--- config.mk ---
export PLATFORM = sky130hd
export DESIGN_NAME = fifo_wr_arbiter
export DESIGN_NICKNAME = d
export VERILOG_FILES = /design/src/rtl/fifo_wr_arbiter.sv
export SDC_FILE = /design/constraint.sdc
export NUM_CORES = 1
export LEC_CHECK = 0
export BUFFER_PORTS_ARGS = -buffer_cell sky130_fd_sc_hd__buf_2
export CAP_MARGIN = 10
export CORE_MARGIN = 2
export CORE_UTILIZATION = 30
export DETAILED_ROUTE_END_ITERATION = 6
export PLACE_DENSITY = 0.69
export SYNTH_ARGS = -nofsm -noshare
export SYNTH_HDL_FRONTEND = slang
export SYNTH_SLANG_ARGS = --single-unit
--- constraint.sdc ---
create_clock -name clk -period 3.3 [get_ports clk]
set_input_delay 0.99 -clock clk [delete_from_list [all_inputs] [get_ports clk]]
set_output_delay 0.99 -clock clk [all_outputs]
set_load 0.005 [all_outputs]
--- src/rtl/fifo_wr_arbiter.sv ---
// Round-robin burst arbiter for the write port of advanced_sync_fifo.
// One producer at a time owns the port for a burst bounded by its last
// marker, BURST_MAX accepted beats, or STALL_TIMEOUT idle cycles.
// Beats pass straight through to the FIFO in the same cycle they are accepted.
module fifo_wr_arbiter #(
  parameter int NUM_REQ       = 4,
  parameter int DATA_WIDTH    = 32,
  parameter int BURST_MAX     = 8,
  parameter int STALL_TIMEOUT = 16
) (
  input  logic                            clk,
  input  logic                            rst,
  input  logic [NUM_REQ-1:0]              req_valid,
  input  logic [NUM_REQ-1:0]              req_last,
  input  logic [NUM_REQ*DATA_WIDTH-1:0]   req_data,
  output logic [NUM_REQ-1:0]              req_ready,
  input  logic                            fifo_full,
  input  logic                            fifo_almost_full,
  output logic                            fifo_wr_en,
  output logic [DATA_WIDTH-1:0]           fifo_data_in,
  output logic [$clog2(NUM_REQ)-1:0]      grant_id,
  output logic                            busy
);

  localparam int ID_W    = $clog2(NUM_REQ);
  localparam int BEAT_W  = $clog2(BURST_MAX + 1);
  localparam int STALL_W = $clog2(STALL_TIMEOUT + 1);

  localparam logic [ID_W-1:0]    LAST_RST    = ID_W'(NUM_REQ - 1);
  localparam logic [ID_W:0]      NUM_REQ_W   = (ID_W + 1)'(NUM_REQ);
  localparam logic [BEAT_W-1:0]  BEAT_LIMIT  = BEAT_W'(BURST_MAX);
  localparam logic [STALL_W-1:0] STALL_LIMIT = STALL_W'(STALL_TIMEOUT - 1);

  typedef enum logic {
    IDLE  = 1'b0,
    GRANT = 1'b1
  } state_t;

  state_t              state;
  state_t              state_nxt;
  logic [ID_W-1:0]     owner;
  logic [ID_W-1:0]     last_owner;
  logic [ID_W-1:0]     pick;
  logic                pick_ok;
  logic [BEAT_W-1:0]   beat_cnt;
  logic [STALL_W-1:0]  stall_cnt;

  logic                own_valid;
  logic                own_last;
  logic                accept;
  logic                burst_done;
  logic                stall_done;
  logic                start_grant;

  logic [DATA_WIDTH-1:0] slot [NUM_REQ];

  // Unpack the flat producer data bus into one word per producer
  for (genvar g = 0; g < NUM_REQ; g++) begin : g_slot
    assign slot[g] = req_data[g*DATA_WIDTH +: DATA_WIDTH];
  end

  // Owner handshake terms shared by the FSM, the counters and the datapath
  assign own_valid   = req_valid[owner];
  assign own_last    = req_last[owner];
  assign accept      = (state == GRANT) && own_valid && !fifo_full;
  assign burst_done  = accept && (own_last || ((beat_cnt + BEAT_W'(1)) == BEAT_LIMIT));
  assign stall_done  = (state == GRANT) && !own_valid && (stall_cnt == STALL_LIMIT);
  assign start_grant = (state == IDLE) && pick_ok && !fifo_almost_full;

  // Round-robin scan starting just after the previous owner
  // NOTE: every variable driven here gets a default first, so no latch is inferred.
  always_comb begin
    logic [ID_W:0] cand;
    pick    = '0;
    pick_ok = 1'b0;
    cand    = '0;
    for (int k = 1; k <= NUM_REQ; k++) begin
      cand = {1'b0, last_owner} + (ID_W + 1)'(k);
      if (cand >= NUM_REQ_W) begin
        cand = cand - NUM_REQ_W;
      end
      if (!pick_ok && req_valid[cand[ID_W-1:0]]) begin
        pick    = cand[ID_W-1:0];
        pick_ok = 1'b1;
      end
    end
  end

  // State register
  // NOTE: sequential state uses non-blocking assignments so every flop samples pre-edge values.
  always_ff @(posedge clk) begin
    if (rst) begin
      state <= IDLE;
    end else begin
      state <= state_nxt;
    end
  end

  // Next-state decision: one IDLE cycle between grants, release on burst end or stall timeout
  always_comb begin
    state_nxt = state;
    case (state)
      IDLE:    if (start_grant) state_nxt = GRANT;
      GRANT:   if (burst_done || stall_done) state_nxt = IDLE;
      default: state_nxt = IDLE;
    endcase
  end

  // Owner, round-robin pointer and burst/stall counters
  always_ff @(posedge clk) begin
    if (rst) begin
      owner      <= '0;
      last_owner <= LAST_RST;
      beat_cnt   <= '0;
      stall_cnt  <= '0;
    end else if (start_grant) begin
      owner     <= pick;
      beat_cnt  <= '0;
      stall_cnt <= '0;
    end else if (state == GRANT) begin
      // A stalled beat under fifo_full with valid high leaves both counters alone
      if (accept) begin
        beat_cnt  <= beat_cnt + BEAT_W'(1);
        stall_cnt <= '0;
      end else if (!own_valid) begin
        stall_cnt <= stall_cnt + STALL_W'(1);
      end
      if (burst_done || stall_done) begin
        last_owner <= owner;
      end
    end
  end

  // Outputs: zero-latency pass-through of the owner's stream, silenced during reset
  always_comb begin
    req_ready    = '0;
    fifo_wr_en   = 1'b0;
    fifo_data_in = '0;
    if ((state == GRANT) && !rst) begin
      req_ready[owner] = !fifo_full;
      fifo_wr_en       = accept;
      if (accept) begin
        fifo_data_in = slot[owner];
      end
    end
  end

  assign busy     = (state == GRANT);
  assign grant_id = owner;

endmodule

==> impl_metrics.csv <==
group,metric,value,unit
layout,finalCoreUtilization,48.6,%
power_and_ir_drop,power.total,0.632,mW
clock_network,hold_buffers,0,
routing,num_vias,2237,
timing,rsz0062_at_grt,"false",
clock_network,numCtsBuffers,3,
critical_path,path_max_fanout,41,
logic_synthesis,syn_avg_cell_area,10.1,sq um
routing,avgRoutedWirePerCell,16.2,um
critical_path,r2r_end,"last_owner[0]",
floorplanning,start_util,31.0,%
run,maxCapViolCount,0,
global_routing,grt_pass1_wl,9830,um
logic_synthesis,synth_compound_area_share,9.08,%
floorplanning,coreArea,0.00592,sq mm
critical_path,cp-end-kind,"output port",
worst_hold_path,min_path_cells,2,
floorplanning,design.portCount,180,
logic_synthesis,synth-simple-area-share,22.4,%
critical_path,arrival,2.13,ns
logic_synthesis,ys_ff_latch,14,
placement,dp_hpwl,5730,um
floorplanning,die_y,82.2,um
layout,fin_nets,497,
logic_synthesis,yosys_warnings,0,
logic_synthesis,syn_nets,325,
logic_synthesis,synth-adder-area-share,2.05,%
clock_network,cts_tree,"built",
timing,min_period,3.12,ns
critical_path,regToRegSetupSlack,1.35,ns
placement,gp_congestion,0.803,
critical_path,path_cells,"buf_2 -> mux4_2 -> buf_12 -> and3_1 -> buf_2",
global_routing,grt_pass1_vias,2107,
routing,finalWirelength,6930,um
logic_synthesis,synth_area_leaders,"mux4_2 41%, dfxtp_1 15%, and3_1 12%",
global_routing,grt-ovfl-total,0,
clock_network,clock_latency,0.25,ns
critical_path,critPathSlowestCell,"mux4_2",
clock_network,htreeDepth,1,
clock_network,cts_buffer_depth,2,
clock_network,postCtsSetupRepairBufs,0,
clock_network,cts_root_buffer,"clkbuf_8",
layout,n_fill_cell,574,
layout,final_cell_mix,"179 x buf_2, 34 x and3_1, 33 x mux4_2, 17 x nor2_1, 12 x dfxtp_1",
routing,remaining_drc_errors,0,
timing,hold_violations,0,
timing,skew,0.00126,ns
timing,fin_hold_ws,0.497,ns
routing,viasPerCell,5.21,
layout,drive_gt1_share,64.0,%
critical_path,slowest_delay,0.51,ns
logic_synthesis,synth_xor_area_share,1.43,%
timing,tns,0,ns
placement,port_buffers,179,
critical_path,r2r-start,"grant_id[1]",
global_routing,antenna_found_initial,1,
floorplanning,row_count,28,
critical_path,cp.required,2.31,ns
global_routing,grt_max_degree,42,
power_and_ir_drop,power_density,219,mW/mm^2
worst_hold_path,holdPathEnd,"stall_cnt[4]",
timing,slew-limit-headroom,67.2,%
logic_synthesis,ys_types,39,
logic_synthesis,synth_top_area_share,40.5,%
routing,postRouteAntennaNets,0,
layout,final_common_cell,"buf_2",
critical_path,worstRegToRegCells,6,
timing,worst_slew_pin_slew,0.492,ns
timing,setup_viol,0,
critical_path,start_kind,"input port",
global_routing,grt_usage,19.1,%
clock_network,clk_pin_slew_worst_paths,0.06,ns
floorplanning,die_width,82.2,um
critical_path,crit_path_frequent_cell,"buf_2",
logic_synthesis,synth_area_leader_cell,"mux4_2",
worst_hold_path,hold_path_startpoint,"stall_cnt[4]",
logic_synthesis,synthCells,182,
critical_path,criticalPathCategory,"in2out",
logic_synthesis,syn-cell-area,0.00183,sq mm
logic_synthesis,synth_mux_area_share,43.4,%
floorplanning,die-area,0.00675,sq mm
layout,synthToLayoutAreaGrowth,57.1,%
clock_network,cts_resized,0,
timing,fin_crit_sh,94.5,%
worst_hold_path,hp-class,"reg2reg",
routing,drtIter0Drc,49,
clock_network,clock-sinks,14,
run_status,status,"finished, final reports clean",
logic_synthesis,synth_top_family_by_area,"multiplexers",
power_and_ir_drop,power.leakage,1.53,nW
power_and_ir_drop,ir_drop,0.245,mV
routing,drt_pass1_iterations,4,
logic_synthesis,yosysSeqAreaShare,15.3,%
timing,max_freq,321,MHz
timing,slew_violations,0,
[registers in the layout, indices dropped and copies added (netlist names)]
name        count
grant_id        2
last_owner      2
stall_cnt       5
busy            1
beat_cnt        4
[synth_stat cells]
library cell,instances
a211o_1,1
a311oi_1,1
nand2b_1,1
a22oi_1,1
nor2b_1,2
buf_2,3
a211oi_1,2
a21boi_0,2
nand3b_1,1
and3b_1,1
ha_1,3
dfxtp_1,14
a2bb2oi_1,2
and3_1,34
mux4_2,33
o2111ai_1,1
o311ai_1,2
clkbuf_1,9
nand4_1,1
buf_6,1
nor2b_2,1
mux2_2,2
buf_4,4
nand3_1,1
o22ai_1,1
nor2_1,17
nor4_1,2
nor3_1,1
xor2_1,2
a21oi_1,7
nand2_1,9
and2_1,2
a31oi_1,1
inv_1,7
o21ai_1,3
nor3b_1,2
xnor2_1,1
o21ai_0,1
mux2i_1,3
[report_power, final]
| part | switching (mW) | internal [mW] |
|---|---|---|
| Combinational | 0.106 | 0.173 |
| Clock | 0.0614 | 0.106 |
| Sequential | 0.0118 | 0.174 |
| Total | 0.179 | 0.453 |
[cells by family after synthesis]
kind of cell | count (synthesis)
flops | 14
compound gates | 25
xor+xnor | 3
simple gates | 75
buf+inv | 24
mux | 38
fa+ha+maj | 3
[metrics by stage]
stage	setup WS, ns	instance area [sq um]	cells
after floorplan	0.334	1830	182
after CTS	0.185	2880	428
after global placement	0.215	2820	424
after global routing	0.151	2880	429
final	0.181	2880	429
after detailed placement	0.186	2820	424
[worst max-delay path, delay by kind of cell]
family	cells	cell delay [ns]
simple gates	1	0.17
mux	1	0.51
buf+inv	3	0.45
[worst max path at each step]
| stage | startpoint | endpoint | slack [ns] | cells after the start |
|---|---|---|---|---|
| 4_1_cts | req_valid[3] | fifo_data_in[31] | 0.19 | 5 |
| 5_1_grt | req_valid[3] | fifo_data_in[31] | 0.15 | 5 |
| 2_1_floorplan | req_valid[3] | fifo_data_in[23] | 0.33 | 4 |
| 3_5_place_dp | req_valid[3] | fifo_data_in[31] | 0.19 | 5 |
| 3_3_place_gp | req_valid[3] | fifo_data_in[31] | 0.21 | 5 |
| 6_report | req_valid[3] | fifo_data_in[4] | 0.18 | 5 |
[metal layers]
layer | vias up | share of wire [%] | global-route usage (%) | wire [um]
met5 | - | 0 | 0 | 0
met3 | 12 | 7.2 | 3.15 | 502
met4 | 0 | 2.2 | 5.33 | 155
met1 | 1067 | 39 | 22.9 | 2720
li1 | 1064 | - | - | -
met2 | 94 | 51 | 35.0 | 3550
[cell type report]
type / instances / area, sq um / area share, %
timing repair buffer: 184 / 983 / 34.1
clock buffer: 4 / 55.1 / 1.91
sequential: 14 / 283 / 9.82
antenna: 1 / 2.50 / 0.0869
tap: 75 / 93.8 / 3.26
multi-input combinational: 144 / 1440 / 49.9
inverter: 7 / 26.3 / 0.912
(Power assumes the default switching activity.)
